===== src/rtl/leaf_link_pkg.sv =====
// Shared definitions for the BFT-side leaf link endpoint.
// Holds the 49-bit packet field layout, the packet and replay-entry types, the default ack port
// and the transmit FSM state encoding.
package leaf_link_pkg;

   localparam int unsigned PKT_W     = 49;
   localparam int unsigned VALID_BIT = 48;
   localparam int unsigned LEAF_MSB  = 47;
   localparam int unsigned LEAF_LSB  = 43;
   localparam int unsigned PORT_MSB  = 42;
   localparam int unsigned PORT_LSB  = 39;
   localparam int unsigned SEQ_MSB   = 38;
   localparam int unsigned SEQ_LSB   = 32;
   localparam int unsigned DATA_MSB  = 31;
   localparam int unsigned DATA_LSB  = 0;

   // Replay buffer entry: {seq, data}
   localparam int unsigned ENTRY_W = SEQ_MSB - DATA_LSB + 1;

   localparam logic [3:0] ACK_PORT_DEFAULT = 4'hF;

   typedef logic [PKT_W-1:0] packet_t;

   typedef enum logic {
      StSend,
      StReplay
   } tx_state_e;

   function automatic packet_t make_packet(logic [4:0] leaf, logic [3:0] port,
                                           logic [ENTRY_W-1:0] entry);
      return {1'b1, leaf, port, entry};
   endfunction

endpackage


===== src/rtl/leaf_replay_ram.sv =====
// Replay buffer storage: DEPTH x WIDTH simple dual-port RAM.
// Ports: clk; we/waddr/wdata synchronous write; raddr/rdata asynchronous read.
// Contents are not reset; the owner's pointers define which entries are meaningful.
module leaf_replay_ram
   import leaf_link_pkg::*;
#(
   parameter int unsigned DEPTH = 16,
   parameter int unsigned WIDTH = ENTRY_W
) (
   input  logic                     clk,
   input  logic                     we,
   input  logic [$clog2(DEPTH)-1:0] waddr,
   input  logic [WIDTH-1:0]         wdata,
   input  logic [$clog2(DEPTH)-1:0] raddr,
   output logic [WIDTH-1:0]         rdata
);

   logic [WIDTH-1:0] mem [DEPTH];

   always_ff @(posedge clk) begin
      if (we) begin
         mem[waddr] <= wdata;
      end
   end

   assign rdata = mem[raddr];

endmodule


===== src/rtl/leaf_bft_link_tx.sv =====
// BFT-side endpoint of a page leaf link.
// Packetizes the 32-bit source stream (s_data/s_valid/s_ready) into 49-bit packets on
// dout_leaf_bft2interface, keeps every sent packet until acked, and replays unacked packets
// when resend is raised (replay_active high meanwhile). The return link din_leaf_interface2bft
// is decoded: ack packets free buffer slots, all others appear as m_data/m_port/m_valid.
module leaf_bft_link_tx
   import leaf_link_pkg::*;
#(
   parameter int unsigned DEPTH     = 16,
   parameter logic [4:0]  DEST_LEAF = 5'd0,
   parameter logic [3:0]  DEST_PORT = 4'd1,
   parameter logic [3:0]  ACK_PORT  = ACK_PORT_DEFAULT
) (
   input  logic        clk,
   input  logic        reset_n,
   input  logic [31:0] s_data,
   input  logic        s_valid,
   output logic        s_ready,
   output logic [48:0] dout_leaf_bft2interface,
   input  logic [48:0] din_leaf_interface2bft,
   input  logic        resend,
   output logic [31:0] m_data,
   output logic [3:0]  m_port,
   output logic        m_valid,
   output logic        replay_active
);

   localparam int unsigned AW = $clog2(DEPTH);
   localparam int unsigned PW = AW + 1;

   // head: oldest unacked, send_ptr: next to transmit, tail: next free, hwm: replay end point
   logic [PW-1:0] head_q, head_d, send_ptr_q, send_ptr_d, tail_q, tail_d, hwm_q, hwm_d;
   logic [6:0]    wr_seq_q;
   tx_state_e     state_q, state_d;
   packet_t       dout_q, dout_d;
   packet_t       din;
   logic          m_valid_q;
   logic [31:0]   m_data_q;
   logic [3:0]    m_port_q;

   logic [ENTRY_W-1:0] rd_entry;
   logic               accept;
   logic [PW-1:0]      occupancy, in_flight, ack_step;
   logic               din_is_ack, din_is_rx;
   logic [7:0]         ack_req, ack_max;
   logic               unused_din;

   assign din        = din_leaf_interface2bft;
   assign unused_din = ^{din[LEAF_MSB:LEAF_LSB], din[SEQ_MSB:SEQ_LSB]};

   assign occupancy = tail_q - head_q;
   // Occupancy never exceeds DEPTH, so its MSB is set exactly when the buffer is full.
   assign s_ready   = ~occupancy[PW-1];
   assign accept    = s_valid & s_ready;
   assign tail_d    = accept ? tail_q + PW'(1) : tail_q;

   leaf_replay_ram #(
      .DEPTH (DEPTH),
      .WIDTH (ENTRY_W)
   ) u_ram (
      .clk   (clk),
      .we    (accept),
      .waddr (tail_q[AW-1:0]),
      .wdata ({wr_seq_q, s_data}),
      .raddr (send_ptr_q[AW-1:0]),
      .rdata (rd_entry)
   );

   // Return link decode; acks are clipped so head never passes what has been sent.
   assign din_is_ack = din[VALID_BIT] && (din[PORT_MSB:PORT_LSB] == ACK_PORT);
   assign din_is_rx  = din[VALID_BIT] && !din_is_ack;
   assign in_flight  = send_ptr_q - head_q;
   assign ack_req    = {3'b000, din[4:0]};
   assign ack_max    = 8'(in_flight);
   assign ack_step   = !din_is_ack          ? '0        :
                       (ack_req > ack_max)  ? in_flight : ack_req[PW-1:0];
   assign head_d     = head_q + ack_step;

   always_comb begin
      state_d    = state_q;
      send_ptr_d = send_ptr_q;
      hwm_d      = hwm_q;
      dout_d     = '0;
      if (resend && (state_q == StReplay || send_ptr_q != head_d)) begin
         // Rewind to the post-ack head; nothing is emitted in the rewind cycle.
         send_ptr_d = head_d;
         if (state_q == StSend) begin
            hwm_d   = send_ptr_q;
            state_d = StReplay;
         end else if (head_d == hwm_q) begin
            state_d = StSend;
         end
      end else if (send_ptr_q != tail_q) begin
         dout_d     = make_packet(DEST_LEAF, DEST_PORT, rd_entry);
         send_ptr_d = send_ptr_q + PW'(1);
         if (state_q == StReplay && (send_ptr_q + PW'(1)) == hwm_q) begin
            state_d = StSend;
         end
      end
   end

   always_ff @(posedge clk or negedge reset_n) begin
      if (!reset_n) begin
         head_q     <= '0;
         send_ptr_q <= '0;
         tail_q     <= '0;
         hwm_q      <= '0;
         wr_seq_q   <= '0;
         state_q    <= StSend;
         dout_q     <= '0;
         m_valid_q  <= 1'b0;
         m_data_q   <= '0;
         m_port_q   <= '0;
      end else begin
         head_q     <= head_d;
         send_ptr_q <= send_ptr_d;
         tail_q     <= tail_d;
         hwm_q      <= hwm_d;
         state_q    <= state_d;
         dout_q     <= dout_d;
         m_valid_q  <= din_is_rx;
         if (accept) begin
            wr_seq_q <= wr_seq_q + 7'd1;
         end
         if (din_is_rx) begin
            m_data_q <= din[DATA_MSB:DATA_LSB];
            m_port_q <= din[PORT_MSB:PORT_LSB];
         end
      end
   end

   assign dout_leaf_bft2interface = dout_q;
   assign m_valid                 = m_valid_q;
   assign m_data                  = m_data_q;
   assign m_port                  = m_port_q;
   assign replay_active           = (state_q == StReplay);

endmodule


===== config.mk =====
export PLATFORM = sky130hd
export DESIGN_NAME = leaf_bft_link_tx
export DESIGN_NICKNAME = d
export VERILOG_FILES = /design/src/rtl/leaf_link_pkg.sv /design/src/rtl/leaf_replay_ram.sv /design/src/rtl/leaf_bft_link_tx.sv
export SDC_FILE = /design/constraint.sdc
export NUM_CORES = 1
export LEC_CHECK = 0
export BUFFER_PORTS_ARGS = -buffer_cell sky130_fd_sc_hd__buf_2
export CAP_MARGIN = 20
export CORE_ASPECT_RATIO = 0.8
export CORE_UTILIZATION = 30
export CTS_CLUSTER_DIAMETER = 120
export DETAILED_ROUTE_END_ITERATION = 10
export PLACE_DENSITY = 0.44
export SLEW_MARGIN = 10
export SYNTH_ARGS = -nofsm -noshare
export SYNTH_HDL_FRONTEND = slang
export SYNTH_HIERARCHICAL = 1
export SYNTH_SLANG_ARGS = --single-unit

===== constraint.sdc =====
create_clock -name clk -period 6.49 [get_ports clk]
set_input_delay 0.649 -clock clk [delete_from_list [all_inputs] [get_ports clk]]
set_output_delay 0.649 -clock clk [all_outputs]
set_load 0.005 [all_outputs]

==> run_results.csv <==
group,metric,value,unit
pwr,finalPower,14.74,mW
floorplanning,start_util,30.40,%
critical_path,worstSetupPathType,"reg -> reg",
detailed_routing,drtPass1Iterations,4,
critical_path,cp_common_cell,"inv_1",
pwr,p_per_area,442.9,nW/µm²
floorplanning,die_area,95820,µm²
hold_path,hold_path.class,"in -> async",
critical_path,crit_arrival,6.44,ns
outcome,outcome,"finished clean",
grt,grt_usage,14.63,%
grt,first_global_vias,14980,
critical_path,critPathMaxFanout,7,
timing,period_needed,5.958,ns
clock_tree,tritoncts,"done",
detailed_routing,drt_wl_total,69440,µm
clock_tree,cts.sinks,729,
layout,final_nets,1788,
pwr,ir_drop,213.0,µV
timing,slew_violations,0,
flow_run,cap_violations,0,
clock_tree,clk_path_buf_depth,3,
synthesis,ys.flop_type,"edfxtp_1",
timing,finalCritPeriodShare,91.81,%
floorplanning,row_count,100,
floorplanning,dieHeight,277.1,µm
synthesis,netlist_area,28370,µm²
grt,grt_pass1_wl,102400,µm
critical_path,slowest_delay,0.47,ns
grt,antenna_found_initial,3,
timing,hold_viol,0,
timing,grt_setup_unrepaired,"false",
clock_tree,clkLatencyLatePin,0.65,ns
timing,fin_tns_setup,0,ns
critical_path,cp_data_required_time,6.97,ns
detailed_routing,num_vias,14230,
pwr,p_leak,11.64,nW
synthesis,synth-edff-count,624,
timing,max_slew_margin,30.28,%
floorplanning,die_w,345.8,µm
critical_path,critPathTopFamily,"compound AO/OA/AOI/OAI gates",
clock_tree,hold_buffers,0,
critical_path,path_buf_inv,6,
detailed_routing,drt_iter0_markers,1057,
clock_tree,numCtsBuffers,80,
grt,grt_max_degree,64,
timing,fmax,0.1678,GHz
synthesis,synth_seq_area_share,75.30,%
detailed_routing,viasPerCell,4.784,
clock_tree,cts_root_buf,"clkbuf_16",
clock_tree,htreeDepth,3,
layout,area_delta_synth_final,17.32,%
critical_path,slowest_stage,"dfrtp_4",
detailed_routing,remaining_drc_errors,0,
timing,tightest_slew,1.046,ns
synthesis,post_synth_num_cell_types,55,
critical_path,setup.worst_path.end_class,"flop",
grt,grt_overflow,0,
placed_design,gp_congestion,0.7183,
synthesis,synthCells,1480,
placed_design,port_buffers,152,
synthesis,async_flop_share,14.40,%
synthesis,syn_avg_cell_area,19.17,µm²
clock_tree,clkSlewWorstSetupHoldPaths,0.06,ns
critical_path,start_kind,"flop",
synthesis,synth_seq_cells,729,
detailed_routing,routedWlPerCell,23.35,µm
floorplanning,coreArea,93340,µm²
layout,final_layout_size_suffix_gt1_share,28.42,%
timing,setup_viol,0,
detailed_routing,drtAntennaViolNets,0,
timing,finalClockSkew,0.04917,ns
synthesis,yosysWarnings,6,
layout,n_fill_cell,8826,
placed_design,dp.final_hpwl,36590,µm
floorplanning,pin_count,173,
==> routing by layer <==
layer | global-route usage [%] | up-vias | share of wire, %
met2 | 22.65 | 347 | 46
met5 | 0 | - | 0.017
met3 | 2.559 | 104 | 4.5
met4 | 4.308 | 2 | 2.3
met1 | 21.04 | 7523 | 47
li1 | - | 6251 | -
==> synth_stat cells, drive strengths merged (2+ instances only) <==
| library cell | count | area, µm² |
|---|---|---|
| nor2 | 63 | 236.5 |
| and2 | 3 | 18.77 |
| or3b | 2 | 17.52 |
| xor2 | 10 | 95.10 |
| mux4 | 156 | 3513 |
| fa | 2 | 40.04 |
| nor4 | 2 | 18.77 |
| nand3b | 2 | 15.01 |
| nand3 | 11 | 55.05 |
| a21o | 6 | 45.04 |
| nand2 | 179 | 671.9 |
| nand2b | 6 | 37.54 |
| edfxtp | 624 | 18740 |
| or2 | 2 | 12.52 |
| buf | 49 | 334.1 |
| and3 | 5 | 31.28 |
| inv | 21 | 78.83 |
| xnor2 | 30 | 262.8 |
| nand4 | 7 | 43.79 |
| nor3 | 6 | 30.03 |
| ha | 19 | 237.7 |
| a211oi | 4 | 47.54 |
| mux2i | 5 | 50.05 |
| dfrtp | 105 | 2628 |
| o21ai | 8 | 40.03 |
| and4 | 2 | 17.52 |
| nor2b | 5 | 31.28 |
| o22a | 4 | 35.03 |
| a22oi | 78 | 585.6 |
| mux2 | 9 | 101.4 |
| clkbuf | 32 | 120.1 |
| a21oi | 10 | 50.05 |
==> cell usage in the layout (no fill, tap or decap), drive strengths merged, types with 3 or more instances in the layout <==
cell	count
nor3	6
o21ai	8
buf	194
clkbuf	108
nand3	11
a22oi	78
dfrtp	105
and2	3
nor2	63
and3	5
nor2b	5
xor2	10
nand2b	6
nand4	7
mux2i	5
bufinv	5
a211oi	4
mux4	156
mux2	9
conb	8
a21oi	10
xnor2	30
nand2	179
clkinv	30
edfxtp	624
inv	27
a21o	6
ha	19
o22a	4
==> flip-flops by register name, summed over array words and instances, names as in the netlist <==
signal	count
u_ram/mem	624
head_q	5
m_data	32
replay_active	1
dout_leaf_bft2interface	40
send_ptr_q	5
tail_q	5
wr_seq_q	7
hwm_q	5
m_port	4
m_valid	1
==> through the flow <==
step / instance area [µm²] / instances / worst slack, ns / util (%) / hold WS (ns)
2_1_floorplan: 28400 / 1487 / 0.8807 / - / 0.3534
3_5_place_dp: 30690 / 2823 / 0.2931 / 32.88 / 0.4611
4_1_cts: 33250 / 2972 / 0.2803 / 35.63 / 0.01294
6_report: 33290 / 2974 / 0.5318 / 35.66 / 0.006437
3_3_place_gp: 30690 / 2823 / 0.3773 / 32.88 / 0.4513
5_1_grt: 33280 / 2973 / 0.06396 / 35.66 / 0.02751
==> power breakdown <==
group	total (mW)	leakage, nW	internal [mW]	switching, mW
clock network	4.44	1.24	2.55	1.89
logic	4.35	3.45	1.81	2.54
registers	5.96	6.95	5.69	0.266
total	14.7	11.6	10.1	4.69
==> area by class of cell <==
cell class              instances  area [µm²]  share of cell area [%]
flip-flops and latches        729       21370                   64.21
multi-input cells             655        6640                   19.95
clock buffers                 108        2148                   6.454
repair buffers                194        1099                   3.300
inverters                      22       82.58                  0.2481
well taps                    1224        1531                   4.601
diodes                          1       2.502                0.007518
clock inverters                41       410.4                   1.233
==> final timing paths <==
kind	startpoint	endpoint	slack, ns	depth (start not counted)
max reg2reg	send_ptr_q[0]	replay_active	0.53	26
max in group asynchronous	reset_n	m_data[11]	5.33	2
max	send_ptr_q[0]	replay_active	0.53	26
min	reset_n	head_q[1]	0.006	1
min in group clk	din_leaf_interface2bft[24]	m_data[24]	0.22	3
min reg2reg	m_data[9]	m_data[9]	0.47	2
==> cell families after synthesis <==
kind of cell | count (synthesis) | share of synthesized area [%]
muxes | 170 | 12.92
xor gates and xnor gates | 41 | 1.341
DFF | 729 | 75.30
buffers and inverters | 103 | 1.892
and+or+nand+nor | 297 | 4.423
AOI/OAI and AO/OA | 118 | 3.135
adders and majority gates | 21 | 0.9790
other | 1 | 0.01322
==> timing repair <==
action,4_1_cts,5_1_grt
buffers inserted,0,1
resized for setup,0,3
setup endpoints to repair,0,39
(Power assumes the default switching activity.)
